File: config.mk
export PLATFORM = sky130hd
export DESIGN_NAME = vote_round_controller_flat
export DESIGN_NICKNAME = d
export VERILOG_FILES = /design/src/rtl/vote_pkg.sv /design/src/rtl/vote_round_controller_if.sv /design/src/rtl/majority3.sv /design/src/rtl/vote_round_controller.sv /design/src/flat_wrapper.sv
export SDC_FILE = /design/constraint.sdc
export NUM_CORES = 1
export LEC_CHECK = 0
export CORE_MARGIN = 1.5
export CORE_UTILIZATION = 49
export DETAILED_ROUTE_END_ITERATION = 10
export PLACE_DENSITY = 0.85
export SYNTH_ARGS = -nofsm -noshare
export SYNTH_HDL_FRONTEND = slang
export SYNTH_SLANG_ARGS = --single-unit
File: constraint.sdc
create_clock -name clk -period 2.15 [get_ports clk]
set_input_delay 0.43 -clock clk [delete_from_list [all_inputs] [get_ports clk]]
set_output_delay 0.43 -clock clk [all_outputs]
set_load 0.03 [all_outputs]
File: src/rtl/vote_pkg.sv
// Shared types and constants for the 2-of-3 vote round controller.
// Optional statistics counters are enabled by the VOTE_STATS_EN macro.
package vote_pkg;

   typedef enum logic [1:0] {
      IDLE    = 2'd0,
      COLLECT = 2'd1,
      DECIDE  = 2'd2,
      RESULT  = 2'd3
   } state_t;

   localparam int NUM_VOTERS = 3;
   localparam int STATS_W    = 8;

   function automatic logic is_unanimous(input logic [NUM_VOTERS-1:0] v);
      return (v == '0) || (v == '1);
   endfunction

endpackage

File: src/rtl/vote_round_controller_if.sv
// Voter/consumer handshake bundle; slave = controller side, master = environment side.
// Statistics signals exist only when VOTE_STATS_EN is defined.
interface vote_round_controller_if;
   import vote_pkg::*;

   logic                  start;
   logic [NUM_VOTERS-1:0] vote_valid;
   logic [NUM_VOTERS-1:0] vote;
   logic [NUM_VOTERS-1:0] vote_ready;
   logic                  result_valid;
   logic                  result_ready;
   logic                  result;
   logic                  timed_out;
   logic [NUM_VOTERS-1:0] missing;
   logic                  busy;
`ifdef VOTE_STATS_EN
   logic [STATS_W-1:0]    round_count;
   logic [STATS_W-1:0]    disagree_count;
`endif

   modport slave (
      input  start, vote_valid, vote, result_ready,
      output vote_ready, result_valid, result, timed_out, missing, busy
`ifdef VOTE_STATS_EN
      , output round_count, disagree_count
`endif
   );

   modport master (
      output start, vote_valid, vote, result_ready,
      input  vote_ready, result_valid, result, timed_out, missing, busy
`ifdef VOTE_STATS_EN
      , input round_count, disagree_count
`endif
   );

endinterface

File: src/rtl/majority3.sv
// Gate-level 2-of-3 majority cell: out = ab | ac | bc. Purely combinational.
module majority3 (
   input  logic in0,
   input  logic in1,
   input  logic in2,
   output logic out
);

   wire w_ab;
   wire w_ac;
   wire w_bc;

   and u_ab (w_ab, in0, in1);
   and u_ac (w_ac, in0, in2);
   and u_bc (w_bc, in1, in2);
   or  u_or (out, w_ab, w_ac, w_bc);

endmodule

File: src/rtl/vote_round_controller.sv
// One 2-of-3 majority round per start: COLLECT (bounded) -> DECIDE -> RESULT, result held until accepted.
// vote_ready comes from registered state only; VOTE_STATS_EN adds saturating round/disagree counters.
module vote_round_controller
   import vote_pkg::*;
#(
   parameter int TIMEOUT_CYCLES = 15,
   parameter int CNT_W          = 4
) (
   input logic                   clk,
   input logic                   rst_n,
   vote_round_controller_if.slave bus
);

   localparam logic [CNT_W-1:0] TMO_LAST = CNT_W'(TIMEOUT_CYCLES - 1);

   state_t                r_state;
   state_t                w_next_state;
   logic [NUM_VOTERS-1:0] r_captured;
   logic [NUM_VOTERS-1:0] r_votes;
   logic [CNT_W-1:0]      r_timer;
   logic                  r_timeout_flag;
   logic                  r_result;
   logic                  r_timed_out;
   logic [NUM_VOTERS-1:0] r_missing;

   logic [NUM_VOTERS-1:0] w_vote_ready;
   logic [NUM_VOTERS-1:0] w_hs;
   logic                  w_full;
   logic                  w_tmo_hit;
   logic [NUM_VOTERS-1:0] w_v_sub;
   logic                  w_maj;
   logic                  w_res_vld;
   logic                  w_res_hs;

   always_ff @(posedge clk) begin
      if (!rst_n) r_state <= IDLE;
      else        r_state <= w_next_state;
   end

   always_comb begin
      w_next_state = r_state;
      w_vote_ready = '0;
      w_hs         = '0;
      w_full       = 1'b0;
      w_tmo_hit    = 1'b0;
      case (r_state)
         IDLE: begin
            if (bus.start) w_next_state = COLLECT;
         end
         COLLECT: begin
            w_vote_ready = ~r_captured;
            w_hs         = bus.vote_valid & w_vote_ready;
            w_full       = &(r_captured | w_hs);
            w_tmo_hit    = (r_timer == TMO_LAST);
            if (w_full || w_tmo_hit) w_next_state = DECIDE;
         end
         DECIDE: begin
            w_next_state = RESULT;
         end
         RESULT: begin
            if (bus.result_ready) w_next_state = IDLE;
         end
         default: w_next_state = IDLE;
      endcase
   end

   // Uncaptured voters read as 0 because their vote bits are masked off here.
   assign w_v_sub = r_votes & r_captured;

   majority3 u_majority3 (
      .in0 (w_v_sub[0]),
      .in1 (w_v_sub[1]),
      .in2 (w_v_sub[2]),
      .out (w_maj)
   );

   always_ff @(posedge clk) begin
      if (!rst_n) begin
         r_captured     <= '0;
         r_votes        <= '0;
         r_timer        <= '0;
         r_timeout_flag <= 1'b0;
         r_result       <= 1'b0;
         r_timed_out    <= 1'b0;
         r_missing      <= '0;
      end else begin
         case (r_state)
            IDLE: begin
               if (bus.start) begin
                  r_captured     <= '0;
                  r_votes        <= '0;
                  r_timer        <= '0;
                  r_timeout_flag <= 1'b0;
               end
            end
            COLLECT: begin
               r_captured     <= r_captured | w_hs;
               r_votes        <= (r_votes & ~w_hs) | (bus.vote & w_hs);
               r_timeout_flag <= w_tmo_hit & ~w_full;
               // Timer stops at TMO_LAST so it can never wrap.
               if (!w_tmo_hit) r_timer <= r_timer + 1'b1;
            end
            DECIDE: begin
               r_result    <= w_maj;
               r_missing   <= ~r_captured;
               r_timed_out <= r_timeout_flag;
            end
            default: ;
         endcase
      end
   end

   assign w_res_vld = (r_state == RESULT);
   assign w_res_hs  = w_res_vld & bus.result_ready;

   assign bus.vote_ready   = w_vote_ready;
   assign bus.result_valid = w_res_vld;
   assign bus.result       = w_res_vld & r_result;
   assign bus.timed_out    = w_res_vld & r_timed_out;
   assign bus.missing      = w_res_vld ? r_missing : '0;
   assign bus.busy         = (r_state != IDLE);

`ifdef VOTE_STATS_EN
   logic               r_disagree;
   logic [STATS_W-1:0] r_round_count;
   logic [STATS_W-1:0] r_disagree_count;

   always_ff @(posedge clk) begin
      if (!rst_n) begin
         r_disagree       <= 1'b0;
         r_round_count    <= '0;
         r_disagree_count <= '0;
      end else begin
         if (r_state == DECIDE)
            r_disagree <= r_timeout_flag | ~is_unanimous(w_v_sub);
         if (w_res_hs) begin
            if (r_round_count != '1)
               r_round_count <= r_round_count + 1'b1;
            if (r_disagree && (r_disagree_count != '1))
               r_disagree_count <= r_disagree_count + 1'b1;
         end
      end
   end

   assign bus.round_count    = r_round_count;
   assign bus.disagree_count = r_disagree_count;
`else
   logic w_unused_hs;
   assign w_unused_hs = w_res_hs;
`endif

endmodule

File: src/flat_wrapper.sv
// flat-port wrapper written by rule: the top's interface ports become plain ports
module vote_round_controller_flat import vote_pkg::*;
#(
   parameter int TIMEOUT_CYCLES = 15,
   parameter int CNT_W          = 4
)
  (clk, rst_n, bus_start, bus_vote_valid, bus_vote, bus_result_ready, bus_vote_ready, bus_result_valid, bus_result, bus_timed_out, bus_missing, bus_busy);
  vote_round_controller_if bus_i ();
  input logic clk;
  input logic rst_n;
  input wire logic [$bits(bus_i.start)-1:0] bus_start;
  input wire logic [$bits(bus_i.vote_valid)-1:0] bus_vote_valid;
  input wire logic [$bits(bus_i.vote)-1:0] bus_vote;
  input wire logic [$bits(bus_i.result_ready)-1:0] bus_result_ready;
  output wire logic [$bits(bus_i.vote_ready)-1:0] bus_vote_ready;
  output wire logic [$bits(bus_i.result_valid)-1:0] bus_result_valid;
  output wire logic [$bits(bus_i.result)-1:0] bus_result;
  output wire logic [$bits(bus_i.timed_out)-1:0] bus_timed_out;
  output wire logic [$bits(bus_i.missing)-1:0] bus_missing;
  output wire logic [$bits(bus_i.busy)-1:0] bus_busy;
  assign bus_i.start = bus_start;
  assign bus_i.vote_valid = bus_vote_valid;
  assign bus_i.vote = bus_vote;
  assign bus_i.result_ready = bus_result_ready;
  assign bus_vote_ready = bus_i.vote_ready;
  assign bus_result_valid = bus_i.result_valid;
  assign bus_result = bus_i.result;
  assign bus_timed_out = bus_i.timed_out;
  assign bus_missing = bus_i.missing;
  assign bus_busy = bus_i.busy;
  vote_round_controller #(.TIMEOUT_CYCLES(TIMEOUT_CYCLES), .CNT_W(CNT_W)) u_core (.clk(clk), .rst_n(rst_n), .bus(bus_i));
endmodule
==> results.yml <==
route:
  vias_per_cell: 5.43
  wire_per_inst_um: 13.3
  dr.first_iter.drc_count: 26
  ant_nets: 0
  dr.pass1.iters: 4
  vias: 891
  drc: 0
  routed_wirelength_um: 2190
timing:
  tightest_slew_ns: 0.402
  worst_clock_skew_ns: 0.00375
  finalHoldViolCount: 0
  period_minus_slack_ns: 2.03
  fin_ws_ns: 0.121
  fin_tns_setup_ns: 0
  drv_slew: 0
  setup_viol: 0
  finalCritPeriodShare_pct: 94.4
  timing.fmax_ghz: 0.493
  rsz0062_at_grt: "no"
  slew-limit-headroom_pct: 73.2
status:
  status: "finished clean"
floorplan:
  start_util_pct: 51.3
  core_area_um2: 1920
  rows: 16
  die_h_um: 47.9
  die_w_um: 47.9
  die_area_um2: 2290
  io_pins: 20
cts:
  clock_latency_ns: 0.30
  clock_path_buffers: 2
  cts_tree: "yes"
  root_buffer: "clkbuf_4"
  htreeDepth: 1
  numCtsBuffers: 3
  cts.sinks: 18
  post_cts_buffers: 0
  clkTransAtPathRegs_ns: 0.11
worst_hold_path:
  worst_hold_path.num_cells: 2
  min-delay-path-class: "register to register"
  hp-start: "u_core.r_timeout_flag"
placement:
  place_ws_ns: 0.133
  io_buffers: 19
  post-dp-hpwl_um: 1640
  gp_congestion: 0.733
synthesis:
  synth_top_flop_cell: "dfxtp_1"
  netlist_area_um2: 986
  synth_cell_types: 33
  ys_seq_area_share_pct: 36.5
  synth_edf_count: 0
  netlist_instances: 116
  yosys_warnings: 0
  synth_area_per_cell_um2: 8.50
  synth-seq-cells: 18
  syn-num-nets: 133
  async_flop_share_pct: 0
critical_path:
  worstRegToRegCells: 6
  slowest_delay_ns: 0.41
  r2r-start: "u_core.r_state[0]"
  worst-endpoint-arrival_ns: 1.60
  crit_fanout: 10
  worstSetupStartpointType: "register"
  path_depth: 4
  worstPathCellList: "inv_1 -> ha_2 -> and2b_2 -> dlygate4sd2_1"
  criticalPathCategory: "register to output port"
  critPathSlowestCell: "dfxtp_1"
  path_buf_inv: 2
  cp-startpoint: "u_core.r_state[1]"
  cp.required_ns: 1.72
  cp-end-kind: "output port"
  path_delay_family: "buffers and inverters"
cells_and_area:
  final_cell_mix: "dfxtp_1, a21oi_1, nand2_1"
  mostFrequentLayoutCell: "dfxtp_1"
  nets: 155
  diodes: 0
  area_delta_synth_final_pct: 23.7
  drive_gt1_share_pct: 10.2
global_route:
  grt_pass1_wl_um: 3190
  met2_usage_pct: 33.6
  gr-total-overflow: 0
  grt_pass1_vias: 726
  grt_util_met1_pct: 25.7
  grt_most_used_layer: "met2"
  grt_antenna_before_repair: 0
  grt_use_met3_pct: 3.40
  track_usage_pct: 20.0
  grt_max_degree: 14
power:
  ir_worst_vdd_mv: 0.594
  power_density_nw_per_um2: 992
  leakagePower_nw: 0.527
job:
  cap_violations: 0
[tightest hold or removal path, delay by kind of cell (launching register included)]
family	cells	cell delay, ns
and+or+nand+nor	1	0.05
DFF	1	0.33
AOI/OAI and AO/OA	1	0.05
[final cells by class]
type | count | area, um2
fill | 174 | 702
inverter | 7 | 26.3
clock buffer | 4 | 36.3
tap | 27 | 33.8
sequential | 18 | 360
multi-input combinational | 88 | 582
timing repair buffer | 20 | 181
[metrics by stage]
step           total power, mW  area, um2  cells  hold WS, ns  utilization (%)
2_1_floorplan            0.838        986    116        0.432                -
3_3_place_gp             0.994       1200    160        0.440             62.3
3_5_place_dp              1.02       1200    160        0.461             62.3
4_1_cts                   1.20       1220    164        0.475             63.6
5_1_grt                   1.27       1220    164        0.487             63.5
6_report                  1.21       1220    164        0.466             63.5
[Yosys cell counts, types with 2 or more instances]
cell type,count,area share [%]
dfxtp_1,18,37
nor3_1,3,1.5
nand2_1,10,3.8
nand2b_1,3,1.9
ha_1,7,8.9
mux2i_1,3,3.0
and2_1,6,3.8
nor2b_1,2,1.3
o21ai_1,2,1.0
a21oi_1,13,6.6
xor2_1,2,1.8
o21ai_0,5,2.5
and3_1,4,2.5
nor2_1,6,2.3
nand3b_1,2,1.5
nand4b_1,3,2.7
nand3_1,4,2.0
inv_1,7,2.7
a211oi_1,2,1.5
[routing by layer]
metal	vias to the layer above	part of all wire, %
met5	-	0
met3	4	4.5
met1	419	45
met4	0	1.1
met2	24	49
li1	444	-
[final timing paths]
check        slack [ns]               endpoint
min reg2reg        0.47  u_core.r_timeout_flag
max reg2reg        0.45      u_core.r_state[1]
min                0.47  u_core.r_timeout_flag
max                0.12      bus_vote_ready[1]
[cell families (layout without fill, tap and decap cells)]
| group | after synthesis | count (layout) | synth area share (%) |
|---|---|---|---|
| compound gates | 27 | 27 | 16.2 |
| fa+ha+maj | 8 | 8 | 9.90 |
| simple gates | 47 | 47 | 26.7 |
| flops | 18 | 18 | 36.5 |
| mux | 4 | 4 | 4.19 |
| xor+xnor | 2 | 2 | 1.78 |
| buf+inv | 10 | 31 | 4.69 |
[sequential cells by signal, indices dropped and copies added (netlist names)]
| signal | count |
|---|---|
| u_core.r_votes | 3 |
| u_core.r_missing | 3 |
| u_core.r_captured | 3 |
| u_core.r_timeout_flag | 1 |
| u_core.r_result | 1 |
| u_core.r_state | 2 |
| u_core.r_timed_out | 1 |
| u_core.r_timer | 4 |
[timing repair]
item / CTS / global route
hold buffers: 0 / 0
pin swaps: 0 / 0
gates resized for setup: 9 / 6
endpoints found under the setup margin: 9 / 4
[report_power, final]
group | internal, mW | leakage [nW] | switching (mW)
registers | 0.394 | 0.146 | 0.0578
clock network | 0.103 | 0.0210 | 0.113
logic | 0.219 | 0.360 | 0.323
total | 0.717 | 0.527 | 0.494
No activity file was read; power rests on OpenSTA's default activity.
